## config.mk

```make
export PLATFORM = sky130hd
export DESIGN_NAME = max31855_scanner
export DESIGN_NICKNAME = d
export VERILOG_FILES = /design/src/rtl/max31855_pkg.sv /design/src/rtl/max31855_frame_rx.sv /design/src/rtl/max31855_scanner.sv
export SDC_FILE = /design/constraint.sdc
export NUM_CORES = 1
export LEC_CHECK = 0
export CORE_MARGIN = 3
export CORE_UTILIZATION = 38
export CTS_CLUSTER_DIAMETER = 120
export CTS_CLUSTER_SIZE = 40
export DETAILED_ROUTE_END_ITERATION = 10
export SKIP_LAST_GASP = 1
export SYNTH_ARGS = -nofsm -noshare
export SYNTH_HDL_FRONTEND = slang
export SYNTH_SLANG_ARGS = --single-unit
```

## constraint.sdc

```tcl
create_clock -name SYSCLK -period 3.9 [get_ports SYSCLK]
set_input_delay 0.78 -clock SYSCLK [delete_from_list [all_inputs] [get_ports SYSCLK]]
set_output_delay 0.78 -clock SYSCLK [all_outputs]
set_load 0.01 [all_outputs]
```

## src/rtl/max31855_pkg.sv

```systemverilog
// rtl/max31855_pkg.sv - shared states, frame layout and helpers for the MAX31855 scanner
package max31855_pkg;

    typedef enum logic [2:0] {
        ST_IDLE,
        ST_SETUP,
        ST_SHIFT,
        ST_HOLD,
        ST_GAP
    } state_t;

    localparam int FRAME_BITS  = 32;
    localparam int TC_MSB      = 31;
    localparam int TC_LSB      = 18;
    localparam int RSVD_HI_BIT = 17;
    localparam int FAULT_BIT   = 16;
    localparam int IC_MSB      = 15;
    localparam int IC_LSB      = 4;
    localparam int RSVD_LO_BIT = 3;

    // An absent converter leaves MISO pulled high for the whole frame.
    localparam logic [31:0] NO_DEVICE = 32'hFFFF_FFFF;

    function automatic int clog2(input int value);
        int result;
        result = 0;
        for (int v = value - 1; v > 0; v = v >> 1) begin
            result = result + 1;
        end
        return result;
    endfunction

endpackage

```

## src/rtl/max31855_frame_rx.sv

```systemverilog
// rtl/max31855_frame_rx.sv - one CS-low frame: setup, 32 SPI bits MSB first, hold
module max31855_frame_rx
    import max31855_pkg::*;
#(
    parameter int CLK_DIV = 25
) (
    input  logic        clk,
    input  logic        rst,
    input  logic        start,
    input  logic        miso,
    output logic        sclk,
    output logic        done,
    output logic [31:0] frame
);

    localparam int            DW       = clog2(CLK_DIV);
    localparam logic [DW-1:0] DIV_LAST = DW'(CLK_DIV - 1);

    state_t        phase_q, phase_d;
    logic [DW-1:0] cnt_q, cnt_d;
    logic [4:0]    bit_q, bit_d;
    logic          sclk_q, sclk_d;
    logic [31:0]   shift_q, shift_d;
    logic          div_end;

    assign div_end = (cnt_q == DIV_LAST);
    // done is combinational so the top can raise CS on the very edge the hold phase ends
    assign done    = (phase_q == ST_HOLD) && div_end;
    assign sclk    = sclk_q;
    assign frame   = shift_q;

    // Phase sequencing: SETUP and HOLD are one divider period each, SHIFT is 32 low/high pairs
    always_comb begin
        phase_d = phase_q;
        cnt_d   = cnt_q;
        bit_d   = bit_q;
        sclk_d  = sclk_q;
        shift_d = shift_q;
        case (phase_q)
            ST_SETUP: begin
                if (div_end) begin
                    cnt_d   = '0;
                    phase_d = ST_SHIFT;
                end else begin
                    cnt_d = cnt_q + 1'b1;
                end
            end
            ST_SHIFT: begin
                if (div_end) begin
                    cnt_d = '0;
                    if (!sclk_q) begin
                        // Sample on the edge where SCLK is driven high
                        sclk_d  = 1'b1;
                        shift_d = {shift_q[30:0], miso};
                    end else begin
                        sclk_d = 1'b0;
                        if (bit_q == 5'(FRAME_BITS - 1)) begin
                            phase_d = ST_HOLD;
                        end else begin
                            bit_d = bit_q + 1'b1;
                        end
                    end
                end else begin
                    cnt_d = cnt_q + 1'b1;
                end
            end
            ST_HOLD: begin
                if (div_end) begin
                    cnt_d   = '0;
                    phase_d = ST_IDLE;
                end else begin
                    cnt_d = cnt_q + 1'b1;
                end
            end
            default: begin
                if (start) begin
                    phase_d = ST_SETUP;
                    cnt_d   = '0;
                    bit_d   = '0;
                    sclk_d  = 1'b0;
                end
            end
        endcase
    end

    // Frame state registers; reset drops SCLK immediately and discards the partial frame
    always_ff @(posedge clk or posedge rst) begin
        if (rst) begin
            phase_q <= ST_IDLE;
            cnt_q   <= '0;
            bit_q   <= '0;
            sclk_q  <= 1'b0;
            shift_q <= '0;
        end else begin
            phase_q <= phase_d;
            cnt_q   <= cnt_d;
            bit_q   <= bit_d;
            sclk_q  <= sclk_d;
            shift_q <= shift_d;
        end
    end

endmodule

```

## src/rtl/max31855_scanner.sv

```systemverilog
// rtl/max31855_scanner.sv - multi-channel MAX31855 reader: channel sequencing, gap, decode, error mask
module max31855_scanner
    import max31855_pkg::*;
#(
    parameter int N_CH       = 4,
    parameter int CLK_DIV    = 25,
    parameter int GAP_CYCLES = 900,
    localparam int CHW       = (clog2(N_CH) > 1) ? clog2(N_CH) : 1
) (
    input  logic            SYSCLK,
    input  logic            RST,
    input  logic            READ,
    input  logic            AUTO,
    input  logic            SPI_MISO,
    output logic            SPI_CLK,
    output logic [N_CH-1:0] SPI_CS,
    output logic            BUSY_FLAG,
    output logic            DATA_VALID,
    output logic [CHW-1:0]  CH_ID,
    output logic [13:0]     TEMPERATURE_TC,
    output logic [11:0]     TEMPERATURE_IC,
    output logic [2:0]      FAULT,
    output logic            FAULT_ANY,
    output logic            FRAME_ERR,
    output logic [N_CH-1:0] ERROR_MASK
);

    localparam int             GW       = clog2(GAP_CYCLES + 1);
    localparam logic [GW-1:0]  GAP_LAST = GW'(GAP_CYCLES - 1);
    localparam logic [CHW-1:0] CH_LAST  = CHW'(N_CH - 1);

    function automatic logic [N_CH-1:0] cs_select(input logic [CHW-1:0] ch);
        return ~(N_CH'(1) << ch);
    endfunction

    // ST_SETUP here covers the whole CS-low frame; frame_rx runs SETUP/SHIFT/HOLD inside it
    state_t          state_q, state_d;
    logic [CHW-1:0]  ch_q, ch_d;
    logic [N_CH-1:0] cs_q, cs_d;
    logic            busy_q, busy_d;
    logic [GW-1:0]   gap_cnt_q, gap_cnt_d;
    logic            pend_q, pend_d;
    logic            dv_q, dv_d;
    logic [CHW-1:0]  ch_id_q, ch_id_d;
    logic [13:0]     tc_q, tc_d;
    logic [11:0]     ic_q, ic_d;
    logic [2:0]      fault_q, fault_d;
    logic            fault_any_q, fault_any_d;
    logic            frame_err_q, frame_err_d;
    logic [N_CH-1:0] mask_q, mask_d;

    logic        rx_start;
    logic        rx_done;
    logic        rx_sclk;
    logic [31:0] rx_frame;
    logic        dec_fault_any;
    logic        dec_frame_err;

    max31855_frame_rx #(
        .CLK_DIV (CLK_DIV)
    ) u_frame_rx (
        .clk   (SYSCLK),
        .rst   (RST),
        .start (rx_start),
        .miso  (SPI_MISO),
        .sclk  (rx_sclk),
        .done  (rx_done),
        .frame (rx_frame)
    );

    // rx_frame stays put until the next frame's first SCLK rise, well after the decode cycle
    assign dec_fault_any = rx_frame[FAULT_BIT];
    assign dec_frame_err = rx_frame[RSVD_HI_BIT] | rx_frame[RSVD_LO_BIT] | (rx_frame == NO_DEVICE);

    // Scan sequencing plus the one-cycle-late decode of each completed frame
    always_comb begin
        state_d     = state_q;
        ch_d        = ch_q;
        cs_d        = cs_q;
        busy_d      = busy_q;
        gap_cnt_d   = gap_cnt_q;
        pend_d      = 1'b0;
        dv_d        = 1'b0;
        ch_id_d     = ch_id_q;
        tc_d        = tc_q;
        ic_d        = ic_q;
        fault_d     = fault_q;
        fault_any_d = fault_any_q;
        frame_err_d = frame_err_q;
        mask_d      = mask_q;
        rx_start    = 1'b0;

        if (pend_q) begin
            dv_d         = 1'b1;
            ch_id_d      = ch_q;
            tc_d         = rx_frame[TC_MSB:TC_LSB];
            ic_d         = rx_frame[IC_MSB:IC_LSB];
            fault_d      = rx_frame[2:0];
            fault_any_d  = dec_fault_any;
            frame_err_d  = dec_frame_err;
            mask_d[ch_q] = dec_fault_any | dec_frame_err;
        end

        case (state_q)
            ST_SETUP: begin
                if (rx_done) begin
                    cs_d      = '1;
                    state_d   = ST_GAP;
                    gap_cnt_d = '0;
                    pend_d    = 1'b1;
                end
            end
            ST_GAP: begin
                if (gap_cnt_q == GAP_LAST) begin
                    if (ch_q != CH_LAST) begin
                        ch_d     = ch_q + 1'b1;
                        cs_d     = cs_select(ch_q + 1'b1);
                        rx_start = 1'b1;
                        state_d  = ST_SETUP;
                    end else if (AUTO) begin
                        ch_d     = '0;
                        cs_d     = cs_select('0);
                        rx_start = 1'b1;
                        state_d  = ST_SETUP;
                    end else begin
                        busy_d  = 1'b0;
                        state_d = ST_IDLE;
                    end
                end else begin
                    gap_cnt_d = gap_cnt_q + 1'b1;
                end
            end
            default: begin
                if (READ || AUTO) begin
                    ch_d     = '0;
                    busy_d   = 1'b1;
                    cs_d     = cs_select('0);
                    rx_start = 1'b1;
                    state_d  = ST_SETUP;
                end
            end
        endcase
    end

    // Scanner state and registered outputs; reset releases every CS at once
    always_ff @(posedge SYSCLK or posedge RST) begin
        if (RST) begin
            state_q     <= ST_IDLE;
            ch_q        <= '0;
            cs_q        <= '1;
            busy_q      <= 1'b0;
            gap_cnt_q   <= '0;
            pend_q      <= 1'b0;
            dv_q        <= 1'b0;
            ch_id_q     <= '0;
            tc_q        <= '0;
            ic_q        <= '0;
            fault_q     <= '0;
            fault_any_q <= 1'b0;
            frame_err_q <= 1'b0;
            mask_q      <= '0;
        end else begin
            state_q     <= state_d;
            ch_q        <= ch_d;
            cs_q        <= cs_d;
            busy_q      <= busy_d;
            gap_cnt_q   <= gap_cnt_d;
            pend_q      <= pend_d;
            dv_q        <= dv_d;
            ch_id_q     <= ch_id_d;
            tc_q        <= tc_d;
            ic_q        <= ic_d;
            fault_q     <= fault_d;
            fault_any_q <= fault_any_d;
            frame_err_q <= frame_err_d;
            mask_q      <= mask_d;
        end
    end

    assign SPI_CLK        = rx_sclk;
    assign SPI_CS         = cs_q;
    assign BUSY_FLAG      = busy_q;
    assign DATA_VALID     = dv_q;
    assign CH_ID          = ch_id_q;
    assign TEMPERATURE_TC = tc_q;
    assign TEMPERATURE_IC = ic_q;
    assign FAULT          = fault_q;
    assign FAULT_ANY      = fault_any_q;
    assign FRAME_ERR      = frame_err_q;
    assign ERROR_MASK     = mask_q;

endmodule

```

==> metrics.md <==
| Metric | Value |
|---|---|
| Worst Tran Pin Value | 0.733 ns |
| Post-synth top flop | dfrtp_1 |
| Grt total ovfl | 0 |
| Most used cell, CP | ha_1 |
| Area leader, netlist | dfrtp_1 |
| First-pass DRT Iterations | 4 |
| Main combinational cell family by area after synthesis | multiplexers |
| Worst endpoint data arrival time | 2.59 ns |
| Post-Syn Nets | 405 |
| # resized after CTS | 0 |
| Layout cells sized above 1 | 23.0% |
| Avg Cell Area, Syn | 12.3 sq um |
| CTS H-Tree Depth | 3 |
| Post-CTS Setup Inserts | 0 |
| CP max stage delay | 0.42 ns |
| Placeable core area | 11800 sq um |
| Pins Over Slew Limit | 0 |
| GRT Max-Usage Layer | met2 |
| Synth Area in Adders | 5.33% |
| Hold buffers post-CTS | 0 |
| #FFs+latches synth | 103 |
| Area share of the largest cell type after synthesis | 52.8% |
| Overall Global Routing Usage | 14.2% |
| Post-route setup slack | 1.55 ns |
| Final setup vio count | 0 |
| Detail Route Antenna Nets | 0 |
| Max cap viols | 0 |
| Leakage Power | 2.66 nW |
| Synth Area in Compound Gates | 11.0% |
| Port Buf Inserts | 48 |
| Hold Path Class | reg2reg |
| Crit end category | flip-flop |
| Chip Width | 117 um |
| Simple-Gate Fraction of Synth Area | 9.18% |
| Unrepaired setup endpoints after global routing | false |
| VDD IR max | 0.000203 V |
| Starting density of the core | 39.9% |
| Largest net degree at the start of global routing | 61 |
| Global-route wire length before repair | 15.3 mm |
| PD cells | 406 nW/um^2 |
| Final instance area | 5650 sq um |
| Initial antenna violation count | 0 |
| Crit path max-delay cell type | dfrtp_1 |
| Post-synth EDFFs | 0 |
| Cell family with most CP delay | compound AO/OA/AOI/OAI gates |
| Clock latency on the worst-skew pair | 0.35 ns |
| Synth top area cells | dfrtp_1 (53%), mux2_2 (15%), ha_1 (5.3%) |
| Crit start category | flip-flop |
| Tmin final | 2.35 ns |
| Post-Synth XOR/XNOR Area | 0.373% |
| Nets@finish | 455 |
| Vias | 3103 |
| CTS tree | yes |
| Syn Inst Count | 380 |
| M2 GR Usage | 23.4% |
| Final hold vios | 0 |
| Status | completed |
| Grt met1 use | 18.4% |
| # fillers | 1068 |
| Met3 GRT Util | 3.03% |
| FFs w/ async S/R, synth | 100% |
| CTS max path bufs | 2 |
| DR iter-0 viols | 147 |
| Top-level I/O count | 49 |
| CP bufs+invs | 0 |
| Mapped cell area | 4690 sq um |
| Dpl hpwl | 6.07 mm |
| Vias in the first global route | 3125 |
| Highest attainable clock frequency | 426 MHz |
| Drt wl/cell | 14.9 um |
| Slew HR | 51.2% |
| Pre-CTS setup slack | 1.41 ns |
| Post-synthesis sequential area ratio | 55.1% |
| Row cnt | 39 |
| Synth cell types | 54 |
| Antenna diodes | 0 |
| CTS clock-pin slew for the worst setup and hold paths | 0.07 ns |
| Placed cell areas | 5360 sq um |
| Crit path max fanout | 5 |
| Class of the most critical setup path | reg2reg |
| Gpl congestion | 0.815 |
| CP required | 4.14 ns |
| Tcrit/Tclk final | 60.2% |
| Die footprint | 13700 sq um |
| Critical Path, Cell by Cell | ha_1, and3_1, ha_1, or3_1, o32ai_2, o21ai_2, a22o_1 |
| Setup TNS | 0 ns |
| Post-synthesis mux area share | 16.1% |
| Smallest hold slack | 0.507 ns |
| Via-to-Cell Ratio | 5.18 |
| Clock sinks | 103 |
| Yosys Warn Count | 0 |
| Die Ht | 117 um |
| Worst clock skew | 0.00656 ns |
| Final WL | 8.94 mm |
| CTS Root Buffer Type | clkbuf_16 |
| TritonCTS buffer count | 9 |
| Reg2reg setup slack | 1.55 ns |
| # DRC | 0 |
| Area growth syn-to-layout | 20.4% |
## per-stage QoR
step                      util (%)  std cells  power, W
final                         48.0        599   0.00230
after global routing          48.0        599   0.00242
after CTS                     48.0        599   0.00233
after detailed placement      45.6        583   0.00144
after global placement        45.6        583   0.00143
after floorplan                  -        380   0.00134
## area by class of cell
class / count / area, sq um / area share [%]
Sequential cell: 103 / 2580 / 45.7
Multi-Input combinational cell: 241 / 1970 / 34.9
Timing Repair Buffer: 53 / 518 / 9.17
Clock buffer: 9 / 225 / 3.99
Tap cell: 164 / 205 / 3.63
Inverter: 22 / 85.1 / 1.51
Clock inverter: 7 / 61.3 / 1.09
## cells by family after synthesis
group                      count (synthesis)
DFF                                      103
buffers and inverters                     36
adders and majority gates                 20
xor gates and xnor gates                   2
AOI/OAI and AO/OA                         77
and+or+nand+nor                           75
muxes                                     67
## where the power goes
| group | total (W) | internal (W) | switching (W) |
|---|---|---|---|
| Sequential | 0.00114 | 0.00111 | 0.0000245 |
| Clock | 0.000884 | 0.000448 | 0.000436 |
| Combinational | 0.000274 | 0.000105 | 0.000169 |
## path summary, 6_finish.rpt
| path | startpoint | to | cells past startpoint |
|---|---|---|---|
| max in group asynchronous | RST | SPI_CS[1] | 3 |
| max reg2reg | u_frame_rx.bit_q[0] | u_frame_rx.bit_q[2] | 7 |
| min | TEMPERATURE_TC[7] | TEMPERATURE_TC[7] | 1 |
| min reg2reg | TEMPERATURE_TC[7] | TEMPERATURE_TC[7] | 1 |
| min in group asynchronous | RST | FAULT[0] | 2 |
| max | u_frame_rx.bit_q[0] | u_frame_rx.bit_q[2] | 7 |
## cell usage after synthesis (2+ instances only)
cell type,n
o31ai_1,2
o2bb2ai_1,2
inv_1,22
clkbuf_1,8
mux2_2,62
and3_1,2
a21oi_1,18
nand2_1,20
nor4_1,2
o22ai_1,3
a31oi_1,6
mux2_1,4
xor2_1,2
nand2b_1,3
a21o_1,3
or3_1,3
a32o_1,2
ha_1,20
o21ai_2,3
nor3_1,9
nand3_1,9
a22o_1,7
and3b_1,2
nor2_1,11
nand4b_1,2
buf_2,5
o21ai_0,19
dfrtp_1,99
dfstp_2,4
or2_2,2
## flip-flops by register name, summed over array words and instances (netlist names), 2 cells and up
register / cells
CH_ID: 2
ERROR_MASK: 4
FAULT: 3
SPI_CS: 4
TEMPERATURE_IC: 12
TEMPERATURE_TC: 14
ch_q: 2
gap_cnt_q: 10
state_q: 2
u_frame_rx.bit_q: 5
u_frame_rx.cnt_q: 5
u_frame_rx.frame: 32
u_frame_rx.phase_q: 2
## cells in the final DEF (no fill, tap or decap), drive strengths merged, types with 4 or more instances in the layout
master	netlist	layout
nand2	20	20
a22o	7	7
ha	20	20
mux2	66	66
nor3	10	10
buf	5	5
nand3	9	9
clkbuf	9	9
o21ai	23	23
clkdlybuf4s50	0	48
dfrtp	99	99
inv	22	27
dfstp	4	4
a21oi	19	19
a31oi	6	6
nor2	11	11
## routing by layer
metal / share of wire (%) / up-vias / routed length [um]
li1: - / 1469 / -
met1: 46 / 1576 / 4150
met2: 49 / 48 / 4380
met3: 2.9 / 10 / 257
met4: 1.8 / 0 / 160
met5: 0 / - / 0
Note: power is estimated with default switching activity, not from simulation.
